$ cat config.mk
export PLATFORM = sky130hd
export DESIGN_NAME = alu_control_dec_flat
export DESIGN_NICKNAME = d
export VERILOG_FILES = /design/src/rtl/alu_control_dec_if.sv /design/src/rtl/alu_control_dec.sv /design/src/flat_wrapper.sv
export SDC_FILE = /design/constraint.sdc
export NUM_CORES = 1
export LEC_CHECK = 0
export ABC_AREA = 1
export CAP_MARGIN = 30
export CORE_AREA = 2 2 39 41
export DETAILED_ROUTE_END_ITERATION = 8
export DIE_AREA = 0 0 41 43
export REMOVE_ABC_BUFFERS = 1
export SYNTH_ARGS = -nofsm -noshare
export SYNTH_HDL_FRONTEND = slang
export SYNTH_SLANG_ARGS = --single-unit
$ cat constraint.sdc
create_clock -name clk -period 1.24 [get_ports clk]
set_input_delay 0.31 -clock clk [delete_from_list [all_inputs] [get_ports clk]]
set_output_delay 0.31 -clock clk [all_outputs]
set_load 0.01 [all_outputs]
$ cat src/rtl/alu_control_dec_if.sv
// Instruction-field / ALU-op bundle between the control unit and alu_control_dec.
// The master drives instruction fields; the decoder (slave) returns the op code.
interface alu_control_dec_if;
    logic [6:0] opcode;
    logic [2:0] funct3;
    logic [6:0] funct7;
    logic       last_instr_flag_in;
    logic [3:0] alu_op;
    logic       halted;
    logic       illegal_op;

    modport master (
        output opcode, funct3, funct7, last_instr_flag_in,
        input  alu_op, halted, illegal_op
    );

    modport slave (
        input  opcode, funct3, funct7, last_instr_flag_in,
        output alu_op, halted, illegal_op
    );
endinterface

$ cat src/rtl/alu_control_dec.sv
// RV32 ALU-operation decoder with end-of-program halt latch.
// Define ALU_EXT_OPS_EN for full RV32I ALU coverage (shifts, XOR, SLTU, LUI, AUIPC).
module alu_control_dec (
    input  logic               clk,
    input  logic               rst,
    alu_control_dec_if.slave   bus
);
    localparam logic [3:0] ALU_AND    = 4'b0000;
    localparam logic [3:0] ALU_OR     = 4'b0001;
    localparam logic [3:0] ALU_ADD    = 4'b0010;
    localparam logic [3:0] ALU_SUB    = 4'b0110;
    localparam logic [3:0] ALU_SLT    = 4'b0111;
    localparam logic [3:0] ALU_NOP    = 4'b1111;
`ifdef ALU_EXT_OPS_EN
    localparam logic [3:0] ALU_XOR    = 4'b0011;
    localparam logic [3:0] ALU_SLL    = 4'b0100;
    localparam logic [3:0] ALU_SRL    = 4'b0101;
    localparam logic [3:0] ALU_SRA    = 4'b1000;
    localparam logic [3:0] ALU_SLTU   = 4'b1001;
    localparam logic [3:0] ALU_PASS_B = 4'b1010;
`endif

    localparam logic [6:0] OPC_R      = 7'b0110011;
    localparam logic [6:0] OPC_I      = 7'b0010011;
    localparam logic [6:0] OPC_LOAD   = 7'b0000011;
    localparam logic [6:0] OPC_STORE  = 7'b0100011;
    localparam logic [6:0] OPC_BRANCH = 7'b1100011;
    localparam logic [6:0] OPC_JAL    = 7'b1101111;
    localparam logic [6:0] OPC_JALR   = 7'b1100111;
`ifdef ALU_EXT_OPS_EN
    localparam logic [6:0] OPC_LUI    = 7'b0110111;
    localparam logic [6:0] OPC_AUIPC  = 7'b0010111;
`endif

    localparam logic [6:0] F7_BASE = 7'b0000000;
    localparam logic [6:0] F7_ALT  = 7'b0100000;

    typedef enum logic {RUN = 1'b0, HALT = 1'b1} state_t;

    state_t     state;
    logic       active;
    logic [3:0] dec_op;

    always_ff @(posedge clk) begin
        if (rst) begin
            state <= RUN;
        end else if (bus.last_instr_flag_in) begin
            state <= HALT;
        end
    end

    assign bus.halted = (state == HALT);
    assign active     = !rst && !bus.last_instr_flag_in && (state == RUN);

    always_comb begin
        dec_op = ALU_NOP;
        case (bus.opcode)
            OPC_R: begin
                case (bus.funct3)
                    3'b000: begin
                        if (bus.funct7 == F7_BASE)     dec_op = ALU_ADD;
                        else if (bus.funct7 == F7_ALT) dec_op = ALU_SUB;
                    end
                    3'b111: dec_op = ALU_AND;
                    3'b110: dec_op = ALU_OR;
                    3'b010: dec_op = ALU_SLT;
`ifdef ALU_EXT_OPS_EN
                    3'b100: dec_op = ALU_XOR;
                    3'b011: dec_op = ALU_SLTU;
                    3'b001: begin
                        if (bus.funct7 == F7_BASE) dec_op = ALU_SLL;
                    end
                    3'b101: begin
                        if (bus.funct7 == F7_BASE)     dec_op = ALU_SRL;
                        else if (bus.funct7 == F7_ALT) dec_op = ALU_SRA;
                    end
`endif
                    default: dec_op = ALU_NOP;
                endcase
            end
            OPC_I: begin
                case (bus.funct3)
                    3'b000: dec_op = ALU_ADD;
                    3'b111: dec_op = ALU_AND;
                    3'b110: dec_op = ALU_OR;
                    3'b010: dec_op = ALU_SLT;
`ifdef ALU_EXT_OPS_EN
                    3'b100: dec_op = ALU_XOR;
                    3'b011: dec_op = ALU_SLTU;
                    3'b001: dec_op = ALU_SLL;
                    3'b101: dec_op = bus.funct7[5] ? ALU_SRA : ALU_SRL;
`endif
                    default: dec_op = ALU_NOP;
                endcase
            end
            OPC_LOAD, OPC_STORE: dec_op = ALU_ADD;
            OPC_BRANCH: begin
`ifdef ALU_EXT_OPS_EN
                case (bus.funct3)
                    3'b000, 3'b001: dec_op = ALU_SUB;
                    3'b100, 3'b101: dec_op = ALU_SLT;
                    3'b110, 3'b111: dec_op = ALU_SLTU;
                    default:        dec_op = ALU_NOP;
                endcase
`else
                dec_op = ALU_SUB;
`endif
            end
            OPC_JAL, OPC_JALR: dec_op = ALU_ADD;
`ifdef ALU_EXT_OPS_EN
            OPC_LUI:   dec_op = ALU_PASS_B;
            OPC_AUIPC: dec_op = ALU_ADD;
`endif
            default: dec_op = ALU_NOP;
        endcase
    end

    // Every legal encoding maps to a real op, so a NOP from the table means unsupported.
    assign bus.alu_op     = active ? dec_op : ALU_NOP;
    assign bus.illegal_op = active && (dec_op == ALU_NOP);
endmodule

$ cat src/flat_wrapper.sv
// flat-port wrapper written by rule: the top's interface ports become plain ports
module alu_control_dec_flat 
  (clk, rst, bus_opcode, bus_funct3, bus_funct7, bus_last_instr_flag_in, bus_alu_op, bus_halted, bus_illegal_op);
  alu_control_dec_if bus_i ();
  input  logic clk;
  input  logic rst;
  input wire logic [$bits(bus_i.opcode)-1:0] bus_opcode;
  input wire logic [$bits(bus_i.funct3)-1:0] bus_funct3;
  input wire logic [$bits(bus_i.funct7)-1:0] bus_funct7;
  input wire logic [$bits(bus_i.last_instr_flag_in)-1:0] bus_last_instr_flag_in;
  output wire logic [$bits(bus_i.alu_op)-1:0] bus_alu_op;
  output wire logic [$bits(bus_i.halted)-1:0] bus_halted;
  output wire logic [$bits(bus_i.illegal_op)-1:0] bus_illegal_op;
  assign bus_i.opcode = bus_opcode;
  assign bus_i.funct3 = bus_funct3;
  assign bus_i.funct7 = bus_funct7;
  assign bus_i.last_instr_flag_in = bus_last_instr_flag_in;
  assign bus_alu_op = bus_i.alu_op;
  assign bus_halted = bus_i.halted;
  assign bus_illegal_op = bus_i.illegal_op;
  alu_control_dec u_core (.clk(clk), .rst(rst), .bus(bus_i));
endmodule
# == Word-level counts from Yosys, hierarchy flattened ==
# Cells that the tools add are included.
# classes
n_bitwise,1
eq_ne,12
n_reduce_logical,8
mux,6
# op_table
cell,n
$pmux W4 S4,3
$eq A7 B6 Y1 const B,3
$eq A7 B7 Y1 const B,3
$mux W4,3
$eq A7 B2 Y1 const B,1
$eq A7 B5 Y1 const B,1
$logic_not A7 Y1,1
$eq A3 B3 Y1 const B,2
$eq A4 B4 Y1 const B,1
$reduce_or A4 Y1,1
$eq A3 B2 Y1 const B,1
$logic_and A1 B1 Y1,3
$logic_not A3 Y1,1
$logic_not A1 Y1,2
$not A1 Y1,1
# word_totals
output_inout_bits,6
ff_bits,1

# == Logic depth before layout (Yosys ltp) ==
# Gate-level depths: netlist of run 1.
# depth
ltp_word,7
depth_mapped,8
mapped_depth_nobuf,8

# == Worst setup path before layout of run 1 ==
# No wires, ideal clock.
# synth_path
kind,in2out
start,in bus_funct3[2]
end,out bus_illegal_op
n_path_buf,0
required_ns,0.930
stages,7
path_slack_ns,0.052
t_arrival_ns,0.878
cell_sequence,nor2_2 -> nand2_2 -> nor2_2 -> nand3_2 -> nand3_1 -> nand2_1 -> inv_1
# synth_via
elab_chain_cells,5
# synth_rtl
element,line,source
"start, declared",flat_wrapper.sv:8,input wire logic [$bits(bus_i.funct3)-1:0] bus_funct3;
"$eq A3 B2 Y1, or another cell as far along","alu_control_dec.sv:59, alu_control_dec.sv:82",
"$pmux W4 S4, on equally long branches","alu_control_dec.sv:82, alu_control_dec.sv:59",
$pmux W4 S4 *,alu_control_dec.sv:57,case (bus.opcode)
$eq A4 B4 Y1 *,alu_control_dec.sv:120,assign bus.illegal_op = active && (dec_op == ALU_NOP);
$logic_and A1 B1 Y1 *,alu_control_dec.sv:120,
"end, declared",flat_wrapper.sv:13,output wire logic [$bits(bus_i.illegal_op)-1:0] bus_illegal_op;
# Every way passes the cells marked *; elsewhere a longest branch is shown, timed or not.

# == Final worst setup path of run 1 ==
# layout_path
start,in bus_opcode[2]
end,out bus_illegal_op
# layout_via
elab_chain_cells,5
# layout_rtl
element,line,source
"start, declared",flat_wrapper.sv:7,input wire logic [$bits(bus_i.opcode)-1:0] bus_opcode;
"$eq A7 B2 Y1, or another cell as far along",alu_control_dec.sv:57,
$reduce_or A4 Y1 (no line),n/a,
$pmux W4 S4 *,alu_control_dec.sv:57,
$eq A4 B4 Y1 *,alu_control_dec.sv:120,
$logic_and A1 B1 Y1 *,alu_control_dec.sv:120,
# Marked as above.

==> results of run 1 <==
==> per-stage QoR <==
step / setup slack (ns) / total power, W / std cells
CTS: -0.174 / 0.000169 / 100
global route: -0.253 / 0.000194 / 100
finish: -0.163 / 0.000179 / 100
floorplan: 0.0523 / 0.0000784 / 53
global placement: -0.948 / 0.000169 / 98
detailed placement: -0.961 / 0.000170 / 98
==> logic make-up after synthesis <==
group           count (synthesis)  share of synthesized area [%]
simple gates                   41                           75.6
buf+inv                         9                           12.2
compound gates                  2                           4.98
flops                           1                           7.24
==> worst max path at each step <==
stage	endpoint	cells after the start
floorplan	bus_illegal_op	7
global placement	bus_illegal_op	10
detailed placement	bus_illegal_op	9
CTS	bus_illegal_op	9
global route	bus_illegal_op	9
finish	bus_illegal_op	9
==> power groups by stage <==
| stage | sequential [W] | clock (W) | combinational (W) |
|---|---|---|---|
| after floorplan | 0.0000390 | 0 | 0.0000395 |
| after global placement | 0.0000374 | 0 | 0.000131 |
| after detailed placement | 0.0000377 | 0 | 0.000132 |
| after CTS | 0.0000375 | 0 | 0.000132 |
| after global routing | 0.0000377 | 0 | 0.000156 |
| final | 0.0000374 | 0 | 0.000142 |
==> per-layer routing <==
metal	vias to the layer above	global-route usage (%)
met2	11	21.3
li1	233	-
met1	186	15.3
met3	0	0
met4	0	0
met5	-	0
==> area by class of cell <==
type                            count  area share [%]
Multi-Input combinational cell     43            47.9
Inverter                            9            5.58
Tap cell                           16            3.31
Timing Repair Buffer               31            39.9
Sequential cell                     1            3.31
==> worst max-delay path: stages <==
cell and delay [ns]:
sky130_fd_sc_hd__buf_8 0.10, sky130_fd_sc_hd__nor2_4 0.12, sky130_fd_sc_hd__nand2_2 0.08, sky130_fd_sc_hd__nor2_4 0.08, sky130_fd_sc_hd__nand3_2 0.10, sky130_fd_sc_hd__nand3_2 0.08, sky130_fd_sc_hd__nand2_1 0.04, sky130_fd_sc_hd__inv_1 0.05
sky130_fd_sc_hd__buf_2 0.12
==> placed cells by master (no fill, tap or decap), drive strengths merged <==
master | Yosys | final
o21ai | 2 | 2
dfxtp | 1 | 1
nand4 | 3 | 3
clkdlybuf4s15 | 0 | 6
inv | 9 | 9
buf | 0 | 22
clkbuf | 0 | 2
dlygate4sd2 | 0 | 1
nor2 | 16 | 16
nand3 | 9 | 9
nor3 | 2 | 2
nand2 | 11 | 11
==> synthesized netlist by cell type <==
cell type	number	area share (%)
sky130_fd_sc_hd__nand3_2	2	7.2
sky130_fd_sc_hd__nand4_1	3	6.8
sky130_fd_sc_hd__nor2_2	4	9.0
sky130_fd_sc_hd__nor3_1	1	1.8
sky130_fd_sc_hd__dfxtp_1	1	7.2
sky130_fd_sc_hd__nor2_1	12	16
sky130_fd_sc_hd__nand2_1	10	14
sky130_fd_sc_hd__nor3_4	1	5.9
sky130_fd_sc_hd__inv_1	8	11
sky130_fd_sc_hd__o21ai_2	1	3.2
sky130_fd_sc_hd__inv_2	1	1.4
sky130_fd_sc_hd__o21ai_0	1	1.8
sky130_fd_sc_hd__nand3_1	7	13
sky130_fd_sc_hd__nand2_2	1	2.3
==> repair_timing <==
| item | 4_1_cts | 5_1_grt |
|---|---|---|
| endpoints found under the setup margin | 6 | 5 |
| pin swaps | 22 | 13 |
| setup buffers | 2 | 0 |
| resized for setup | 98 | 13 |
==> flow_results.org, run 1 <==
** Synthesis
- Number of synthesized register bits :: 1
- Yosys printed 0 warnings.
- In this run the mean area of a mapped cell was between 5 and 6 um2.
- In the synthesized netlist, the number of instances is 53.
- Proportion of synthesized chip area in sequential cells :: 7.24%
- Syn Std Cell Area :: 277 um2
- Counting distinct cell types in the post-synthesis netlist gives 14.

** Setup path
- Of all nets on the critical path, the largest fanout is 3.
- Worst setup slack for register-to-register paths :: ~0.54 ns
- The worst setup path is captured at an output pin.
- Reg2Reg Depth :: 3
- The worst setup path is launched from an input pin.
- Worst setup startpoint :: bus_opcode[2]
- Data arrives at the worst endpoint at ~1.1 ns.
- Crit Reg-Reg Endpoint :: u_core.bus.halted$_SDFFE_PP0P_
- For the worst setup path, the data required time is 0.93 ns.
- The worst register-to-register path begins at u_core.bus.halted$_SDFFE_PP0P_.
- Class of the most critical setup path :: in -> out

** Cells and area
- Final core utilization :: 43.8%
- Registers take 20.0 um2.
- 0 antenna diodes ended up in the layout.
- Area Growth Syn to Fin :: 119%
- Summing all multi-input logic gate instances after layout gives 290 um2.
- The net count of the finished layout is 106.
- Final-layout fill cell count :: about 150
- Fraction of final layout cells sized beyond drive strength 1 :: 60.7%
- Flip-flop count of the largest register, all copies and words added :: 1
- Final standard cell area without fillers :: roughly 610 um2

** STA
- Setup violation total in the final timing report :: 5
- For the finished layout, the period the worst path requires is 1.40 ns.
- Fmax :: 0.713 GHz
- After layout, the worst path uses 113% of the clock period.
- The final number of max-transition violations is 0.
- Setup repair after global routing could not meet its margin everywhere.
- Slew @ Worst Pin :: 0.224 ns
- Worst slew margin relative to its limit :: 85.0%
- Across all setup checks in the final design, the least slack found is -0.163 ns.
- Total Neg Setup Slack :: -0.694 ns
- Post-Route Hold Slack :: between 0.5 and 0.6 ns
- Hold violation count in the final report :: 0
- Setup skew after layout :: 0 ns

** Power and ir drop
- Total power density per cell area :: 296 mW/mm2
- Proportion of power drawn by combinational gates :: between 70% and 80%
- IR analysis of the VDD net gives a maximum drop of 0.223 mV.
- Cell internal power was estimated by the tool at 0.000110 W.
- The clock network is responsible for 0% of the overall power.
- Of the total power, the share spent switching nets is 38.5%.
- In this run, flip-flops and latches consume 20.9% of the power.
- For this design the static power due to leakage is 0.275 nW.
- Net switching power :: 0.0000688 W

** Detailed routing
- DRC marker count from the first detailed-route iteration :: 4
- After detailed routing, the number of remaining DRC violations is 0.
- Dividing the detail-routed via count by the number of cells gives between 4 and 5.
- Wire segments on met3 add up to 61 um in the final route.
- Wire segments on met2 add up to 492 um in the final route.
- For this run, the detailed router's first-pass iteration total came to 3.
- Post-detailed-routing wire length :: 906 um
- After detailed routing, the average wire length per cell comes to 9.06 um.
- Highest routing layer actually used :: met3
- Wl on met1 :: 352 um
- Across all layers, the routed design uses 430 vias.
- Final antenna-violating net count :: 0

** Flow run
- Count of maximum capacitance violations :: 0

** Placed design
- Count of input and output buffers :: 25
- After detailed placement, the total cell area comes to approximately 580 um2.
- The HPWL after detailed placement is 696 um.
- Routability-driven placement finished with a final weighted congestion of 0.718.

** Global routing
- Global routing consumed, over all layers together, 11.6% of the routing resources.
- The total overflow left after global routing is 0.
- Maximum number of pins on one net before global-route repair :: 6
- Global-route wire length before repair :: 1.55 mm
- The number of global-route vias before repair came to 415.
- The number of antenna violations at the first check in global routing was 0.

** Floorplan
- Vert. Die Dim :: 43 um
- The core region is ~0.0014 mm2.
- Overall die area :: 0.00176 mm2
- Width of the chip :: 41 um
- The initialized floorplan defines 14 standard-cell rows.
- Once the floorplan was initialized, standard cells occupied 20.0% of the core.
- I/O pin total :: 26

** Worst hold path
- Counting instances, the worst hold path has a depth of 3.
- Kind of path behind the tightest hold check :: in -> reg
- For hold timing, the worst endpoint is u_core.bus.halted$_SDFFE_PP0P_.
- In this run the most critical hold path is launched from bus_last_instr_flag_in.

** Outcome
- Failing checks :: negative setup slack
- The flow ran to the end, but the final reports show violations.

** Clocking
- Clock edge transition at the registers on the reported setup and hold paths :: 0 ns
- Hold-fix buffers at CTS :: 0
- Clock latency on the worst-skew pair :: 0 ns
Note: power is estimated with default switching activity, not from simulation.
==> run 2, diff against run 1 <==
CTS_CLUSTER_DIAMETER = 120   (was not set)
==> results of run 2 <==
No change in the layout: final DEF, timing and power equal those of run 1.
==> run 3, diff against run 2 <==
clock period = 1.65 ns   (was 1.24 ns; I/O delays follow)
==> run 3 against run 2 <==
The run now ends clean. Sequential share of layout area barely moved. Die area did not move. Worst setup slack improved by 0.21 ns. Hold slack improved by 0.034 ns. Design area rose by 1.4%. Critical path depth did not move. Core utilization rose by 0.63 points.
==> flow_results.org, run 3 (synthesized netlist as in run 1, its figures left out) <==
** Outcome
- Outcome :: completed

** Detailed routing
- Highest routing layer actually used :: met3
- After the first detailed-routing iteration, the DRC count stood at 5.
- Metal2 WL :: 482 um
- The first TritonRoute pass finished after 2 iterations.
- Detail Route met3 WL :: just under 60 um
- DR vias/cell :: 4.20
- In the final routing, the length of wire on met1 measures 347 um.
- Total number of vias :: between 400 and 500
- Post-detailed-routing wire length :: 889 um
- Final antenna-violating net count :: 0
- Routed len/inst :: about 8.9 um
- Post-route DRC :: 0

** Cells and area
- The post-route netlist has 61.9% of its cells at a drive strength greater than 1.
- Number of nets in the finished design :: 106
- The flip-flop count of the largest register, all copies and words added is 1.
- Area Growth Syn to Fin :: 122%
- Final antenna diode count :: 0
- Leaving out fill and tap cells, the most frequent cell in the layout is sky130_fd_sc_hd__buf_2.
- Final standard cell area without fillers :: 614 um2
- Most used cells in the layout excluding fill and tap cells :: sky130_fd_sc_hd__buf_2 (10), sky130_fd_sc_hd__nor2_1 (9), sky130_fd_sc_hd__nand2_2 (7), sky130_fd_sc_hd__nand3_2 (6), sky130_fd_sc_hd__buf_4 (6)

** STA
- Total Neg Setup Slack :: 0 ns
- Fmax :: 0.623 GHz
- The total count of hold-check failures in the final report is 0.
- Setup repair after global routing could not meet its margin everywhere.
- Setup violations remaining at the end of the flow were counted as 0.
- Clock skew on the completed layout was measured at 0 ns.
- The worst path uses a little over nine tenths of the clock period.
- Worst slew margin relative to its limit :: 85.0%
- Post-layout minimum cycle time :: 1.60 ns
- The final number of max-transition violations is 0.
- Slew @ Worst Pin :: 0.224 ns
- Post-Route Hold Slack :: 0.623 ns

** Floorplan
- Once the floorplan was initialized, standard cells occupied 20.0% of the core.
- The floorplan has 14 rows.
- Width of the chip :: around 41 um
- Measured along the y axis, the die boundary spans roughly 43 um.
- The die covers 0.00176 mm2.
- 26 I/O pins were placed.
- Core ar. :: 0.00138 mm2

** Global routing
- Maximum number of pins on one net before global-route repair :: 6
- Number of antenna violations at the first check in global routing :: 0
- In the global route stage, overall resource usage came out at 10.5%.
- The number of global-route vias before repair is 386.
- Summed over all layers, the global routing overflow is 0.
- The first global-routing pass estimated roughly 1.4 mm of wire.

** Setup path
- By startpoint and endpoint, the worst setup path is classified as in -> out.
- For the worst setup path, the data required time is ~1.2 ns.
- Data arrival at the endpoint of the critical path :: 1.19 ns
- STA classifies the critical path endpoint as an output pin.
- Largest fanout on the critical path :: 3
- The worst setup path is launched from an input pin.
- Reg2Reg Depth :: 3

** Power and ir drop
- Worst-case vdd ir drop :: between 0.15 and 0.2 mV
- Power spread over the standard cell area amounts to approximately 220 mW/mm2.
- Leakage dissipation :: 0.274 nW

** Clocking
- After clock tree synthesis, the clock-pin slew on the worst setup and hold paths is 0 ns.
- For the worst-skew pair, the clock arrives at the later sink with an insertion delay of 0 ns.

** Placed design
- After legalization and detailed placement, the total HPWL measured 702 um.
- Cell Area, Placed :: 577 um2
- Final estimated routing congestion in global placement :: 0.714
- Count of input and output buffers :: 25

** Worst hold path
- Along the worst hold path, the cell count comes to 3.
- The min-delay analysis places its worst path in the category reg -> reg.

** Flow run
- Count of maximum capacitance violations :: 0
run 3: changes by cell type in the layout (fill, tap and decap cells not counted), sizes merged:
| cell | delta |
|---|---|
| buf | -1 |
| clkdlybuf4s50 | +1 |
| clkbuf | +1 |
| dlygate4sd2 | +1 |
| clkdlybuf4s15 | -2 |
run 3: area by class of cell:
class / instances / area [um2]
fillers: 146 / 769
inverters: 9 / 36.3
multi-input cells: 43 / 300
flip-flops and latches: 1 / 20.0
well taps: 16 / 20.0
repair buffers: 31 / 238
run 3: critical path, stage by stage:
cell and delay [ns]:
sky130_fd_sc_hd__buf_8 0.10, sky130_fd_sc_hd__nor2_4 0.12, sky130_fd_sc_hd__nand2_2 0.07, sky130_fd_sc_hd__nor2_2 0.10
sky130_fd_sc_hd__nand3_2 0.11, sky130_fd_sc_hd__nand3_2 0.07, sky130_fd_sc_hd__nand2_1 0.04, sky130_fd_sc_hd__inv_1 0.05
sky130_fd_sc_hd__buf_2 0.12
run 3: power by group:
group,internal [W],switching (W)
logic,0.0000576,0.0000520
registers,0.0000265,0.00000163
clock network,0,0
run 3: final timing paths:
| path | start | endpoint | slack [ns] |
|---|---|---|---|
| setup / recovery | bus_funct3[2] | bus_illegal_op | 0.05 |
| hold / removal | u_core.bus.halted$_SDFFE_PP0P_ | u_core.bus.halted$_SDFFE_PP0P_ | 0.62 |
| setup reg to reg | u_core.bus.halted$_SDFFE_PP0P_ | u_core.bus.halted$_SDFFE_PP0P_ | 0.95 |
| hold reg to reg | u_core.bus.halted$_SDFFE_PP0P_ | u_core.bus.halted$_SDFFE_PP0P_ | 0.62 |
run 3: routing by layer:
metal / global-route usage [%] / vias to the layer above
met5: 0 / -
met1: 12.1 / 177
met2: 20.6 / 11
met3: 0.524 / 0
li1: - / 232
met4: 0 / 0
run 3: per-stage QoR:
step	utilization, %	worst slack [ns]	std cells	power, W
6_report	44.4	0.0461	100	0.000138
5_1_grt	44.4	-0.0348	100	0.000148
4_1_cts	42.3	0.00126	100	0.000127
3_5_place_dp	41.7	-0.761	98	0.000128
3_3_place_gp	41.7	-0.746	98	0.000127
2_1_floorplan	-	0.257	53	0.0000589
run 3: timing repair:
action / 4_1_cts / 5_1_grt
endpoints found under the setup margin: 5 / 5
hold buffers: 0 / 0
resized for setup: 86 / 26
pin swaps: 19 / 21
buffers inserted: 2 / 0
==> edit 1: new RTL, config.mk and constraints of run 1 <==
The option `ALU_EXT_OPS_EN` is turned on by a define.
--- a/src/rtl/alu_control_dec.sv
+++ b/src/rtl/alu_control_dec.sv
@@ -2,2 +2,4 @@
 // Define ALU_EXT_OPS_EN for full RV32I ALU coverage (shifts, XOR, SLTU, LUI, AUIPC).
+`define ALU_EXT_OPS_EN
+
 module alu_control_dec (
Function: changed (Yosys sat finds a counterexample within 4 cycles, from zero or initial values and one cycle with rst high).
==> edit 1 against run 1 <==
The run still ends with negative setup slack left; setup slack got worse by 0.23 ns; routed wire length increased by 97%; sequential cell count unchanged; power up 65%; final area increased by 73%; clock skew stayed put; sequential power is 2% lower; synthesized area is 82% higher; critical path type unchanged; largest cell class unchanged.
==> edit 1: results (changes against run 1) <==
- Worst Hold Class: reg -> reg
- Final WL: 1.78 mm (+97%)
- Via count: 807 (+88%)
- DRT iter0 DRCs: 3 (-1)
- Post-synthesis sequential area ratio: 3.98% (-3.3 points)
- Synth Instances: 106 (+100%)
- Max stage delay on crit path: 0.15 ns (+0.03 ns)
- Worst path arrival time: 1.32 ns (+0.23 ns)
- Post-synthesis cell type count: 19 (+5)
- Met2 GRT Util: 41.9% (+21 points)
- Total Nets Final: 169 (+59%)
- Global Route Usage Sum: 21.4% (+9.8 points)
- P_leak: 0.495 nW (+80%)
- Placed insts: 155 (+58%)
- FF-to-FF setup slack: 0.56 ns (+0.02 ns)
- Final worst slack: -0.393 ns (-0.230 ns)
- Vias in the first global route: 797 (+92%)
- Final setup viols: 5 (unchanged)
- Status: finished with violations
- Violated checks: negative setup slack
- Hold Crit Start: u_core.bus.halted
- Layout Cells excl Fill: 163 (+63%)
- Met3 usage: 2.09% (+2.1 points)
- Largest net degree at the start of global routing: 8 (+2)
- Slowest cell on crit path: a21oi_4
- 1st-pass router iterations: 4 (+1)
- Most frequent cells after synthesis: 28 x nand2_1, 24 x nor2_1, 17 x nand3_1
- VDD IR max: 198 uV (-11%)
- Detailed Place HPWL: 1.28 mm (+84%)
- Area contributors post-synth: nand2_1 21%, nor2_1 18%, nand3_1 17%
[edit 1: metal layers]
metal | share of wire (%) | up-vias | wire (um)
li1 | - | 420 | -
met1 | 39 | 364 | 698
met2 | 56 | 21 | 1010
met3 | 3.9 | 2 | 70
met4 | 0.45 | 0 | 8
met5 | 0 | - | 0
[edit 1: logic make-up after synthesis]
group	synth area share, %
AOI/OAI and AO/OA	13.9
buffers and inverters	13.4
DFF	3.98
and+or+nand+nor	68.7
[edit 1: worst max path at each step]
stage	startpoint	endpoint	slack (ns)	cells after the start
floorplan	bus_opcode[1]	bus_illegal_op	-0.14	10
global placement	bus_funct3[1]	bus_illegal_op	-1.22	10
detailed placement	bus_funct3[1]	bus_illegal_op	-1.25	10
CTS	bus_funct7[0]	bus_illegal_op	-0.40	11
global route	bus_funct7[4]	bus_alu_op[0]	-0.45	9
finish	bus_opcode[3]	bus_alu_op[0]	-0.39	9
[edit 1: cell type report]
| type | count | area, um^2 |
|---|---|---|
| multi-input combinational | 89 | 614 |
| fill | 114 | 334 |
| timing repair buffer | 42 | 332 |
| inverter | 15 | 63.8 |
| sequential | 1 | 20.0 |
| tap | 16 | 20.0 |
[edit 1: repair_timing]
item / 4_1_cts / 5_1_grt
resized for setup: 128 / 37
endpoints found under the setup margin: 6 / 5
setup buffers: 6 / 2
pin swaps: 31 / 25
cloned: 0 / 0
[edit 1: critical path: cells and delay by family]
kind            cells  cell delay (ns)
simple gates        5             0.45
buf+inv             3             0.40
compound gates      1             0.15
[edit 1: power groups by stage]
stage	sequential (mW)	clock [mW]	combinational, mW
global placement	0.0361	0	0.195
global route	0.0372	0	0.282
finish	0.0368	0	0.259
CTS	0.0367	0	0.218
floorplan	0.0378	0	0.0799
detailed placement	0.0364	0	0.197
[edit 1: stage by stage]
stage                     hold WS, ns  TNS (ns)  instance area, um^2  power [mW]
final                           0.591     -1.69                 1050       0.296
after global routing            0.628     -2.02                 1050       0.319
after CTS                       0.583     -1.74                  911       0.255
after detailed placement        0.569     -5.91                  830       0.234
after global placement          0.545     -5.81                  830       0.231
after floorplan                 0.382    -0.447                  492       0.118
==> edit 2: new RTL, flow settings as in run 1 <==
Made on the original files. Reset style: asynchronous (`rst`), changed in one clocked block.
--- a/src/rtl/alu_control_dec.sv
+++ b/src/rtl/alu_control_dec.sv
@@ -43,3 +43,3 @@
 
-    always_ff @(posedge clk) begin
+    always_ff @(posedge clk or posedge rst) begin
         if (rst) begin
Behaviour: differs if rst is asserted again (counterexample within 4 cycles, from zero or initial values and one cycle with rst high); with rst held inactive, the same outputs for 10 cycles.
==> edit 2 against run 1 <==
The flow still finishes with violations (negative setup slack); final area increased by 8.1%; power decreased by 6.4%; sequential cell count unchanged; routed wire length increased by 5.7%; sequential power decreased by 11%; synthesized area increased by 0.91%; setup slack got worse by 0.029 ns; synthesized cell count unchanged; sequential share of layout area increased by 0.52 points; combinational power decreased by 6%; maximum frequency decreased by 2.0%; cell count unchanged; critical path depth unchanged; critical endpoint unchanged; largest cell class unchanged.
==> edit 2: results (changes against run 1) <==
- Slowest cell on crit path: o21ai_4
- Worst path arrival time: 1.12 ns (+0.03 ns)
- DRT iter0 DRCs: 1 (-3)
- Async SR Flop Fraction: 100% (+100 points)
- Placed insts: 98 (unchanged)
- Largest delay contributor family on the critical path: buffers and inverters
- Post-placement cell area: 579 um^2 (+0.43%)
- Largest register FFs: 1 (unchanged)
- P_leak: 0.286 nW (+3.7%)
- Worst Hold Class: in -> async
- Global Route Usage Sum: 11.7% (+0.088 points)
- Antenna cell count: 0 (unchanged)
- VDD IR max: 120 uV (-46%)
- Crit-path max FO: 4 (+1)
- Post-CTS resize count: 102 (+4.1%)
- Worst r2r src: u_core.bus.halted
- Worst Skew: 0 ns (unchanged)
- Setup tns final: -0.678 ns (+0.0153 ns)
- Clk_lat worst skew: 0 ns (unchanged)
- Initial antenna violation count: 0 (unchanged)
- Detailed Place HPWL: 700 um (+0.52%)
- Yosys Warn Count: 0 (unchanged)
- IO Port Bufs: 25 (unchanged)
- Violated checks: negative setup slack
- Most frequent cells after synthesis: 10 x nand2_1, 10 x nor2_1, 9 x inv_1
- Post-CTS Setup Repair Bufs: 2 (unchanged)
- 1st-pass router iterations: 3 (unchanged)
- Final WL: 958 um (+5.7%)
- Post-synthesis sequential area ratio: 8.97% (+1.7 points)
- Total Nets Final: 106 (unchanged)
- Status: finished with violations
- CP startpoint: bus_opcode[4]
- Final worst slack: -0.192 ns (-0.0292 ns)
- Largest net degree at the start of global routing: 6 (unchanged)
- Mapped Avg Cell Area: 5.26 um^2 (+0.91%)
- Final setup viols: 5 (unchanged)
- Via count: 446 (+3.7%)
- First-pass GRT wire length: 1.57 mm (+1.4%)
- Post-synthesis cell type count: 15 (+1)
- Final RePlAce weighted congestion: 0.776 (+8.1%)
- Max stage delay on crit path: 0.20 ns (+0.08 ns)
- Area contributors post-synth: nand2_1 13%, nor2_1 13%, nand3_1 13%
- Wire per inst: 9.58 um (+5.7%)
- Share of layout cells above drive strength 1: 71.4% (+11 points)
- Vias in the first global route: 419 (+0.96%)
- Primary FF master, synth: dfrtp_1
- Reg clk slew, reported paths: 0 ns (unchanged)
- Pre-CTS WS: -0.962 ns (-0.00137 ns)
- Max-slew headroom: 88.7% (+3.7 points)
==> edit 2: cell types whose count changed in the layout (fill, tap and decap cells not counted), sizes merged <==
cell,change
clkbuf,+3
dfrtp,+1
nor2,-1
inv,+1
dfxtp,-1
clkdlybuf4s50,+1
clkdlybuf4s15,-4
or2,+1
nor3,-1
==> edit 2: power breakdown <==
| group | total (mW) | leakage [nW] | switching, mW | internal (mW) |
|---|---|---|---|---|
| clock network | 0 | 0 | 0 | 0 |
| logic | 0.134 | 0.277 | 0.0631 | 0.0712 |
| registers | 0.0332 | 0.00875 | 0.0000000000000000370 | 0.0332 |
| total | 0.168 | 0.286 | 0.0631 | 0.104 |
==> edit 2: cell type report <==
cell class / count / area [um^2]
Fill cell: 154 / 729
Multi-Input combinational cell: 42 / 314
Inverter: 10 / 42.5
Timing Repair Buffer: 31 / 253
Sequential cell: 1 / 25.0
Tap cell: 16 / 20.0
==> edit 2: worst paths after layout <==
check | to | slack [ns] | cells past startpoint
setup / recovery | bus_illegal_op | -0.19 | 9
hold / removal | u_core.bus.halted | 0.33 | 2
setup reg to reg | u_core.bus.halted | 0.49 | 1
hold reg to reg | u_core.bus.halted | 0.50 | 1
max in group asynchronous | u_core.bus.halted | 0.81 | 2
min in group clk | u_core.bus.halted | 0.50 | 1
==> edit 2: layer usage <==
metal	share of wire [%]	GRT usage [%]	up-vias
met5	0	0	-
met4	0	0	0
met3	7.0	0.524	0
met2	56	22.2	13
met1	37	14.3	202
li1	-	-	231
==> edit 2: logic make-up after synthesis <==
group           Yosys count  share of synthesized area [%]
compound gates            2                           4.93
simple gates             40                           72.6
buf+inv                  10                           13.5
flops                     1                           8.97
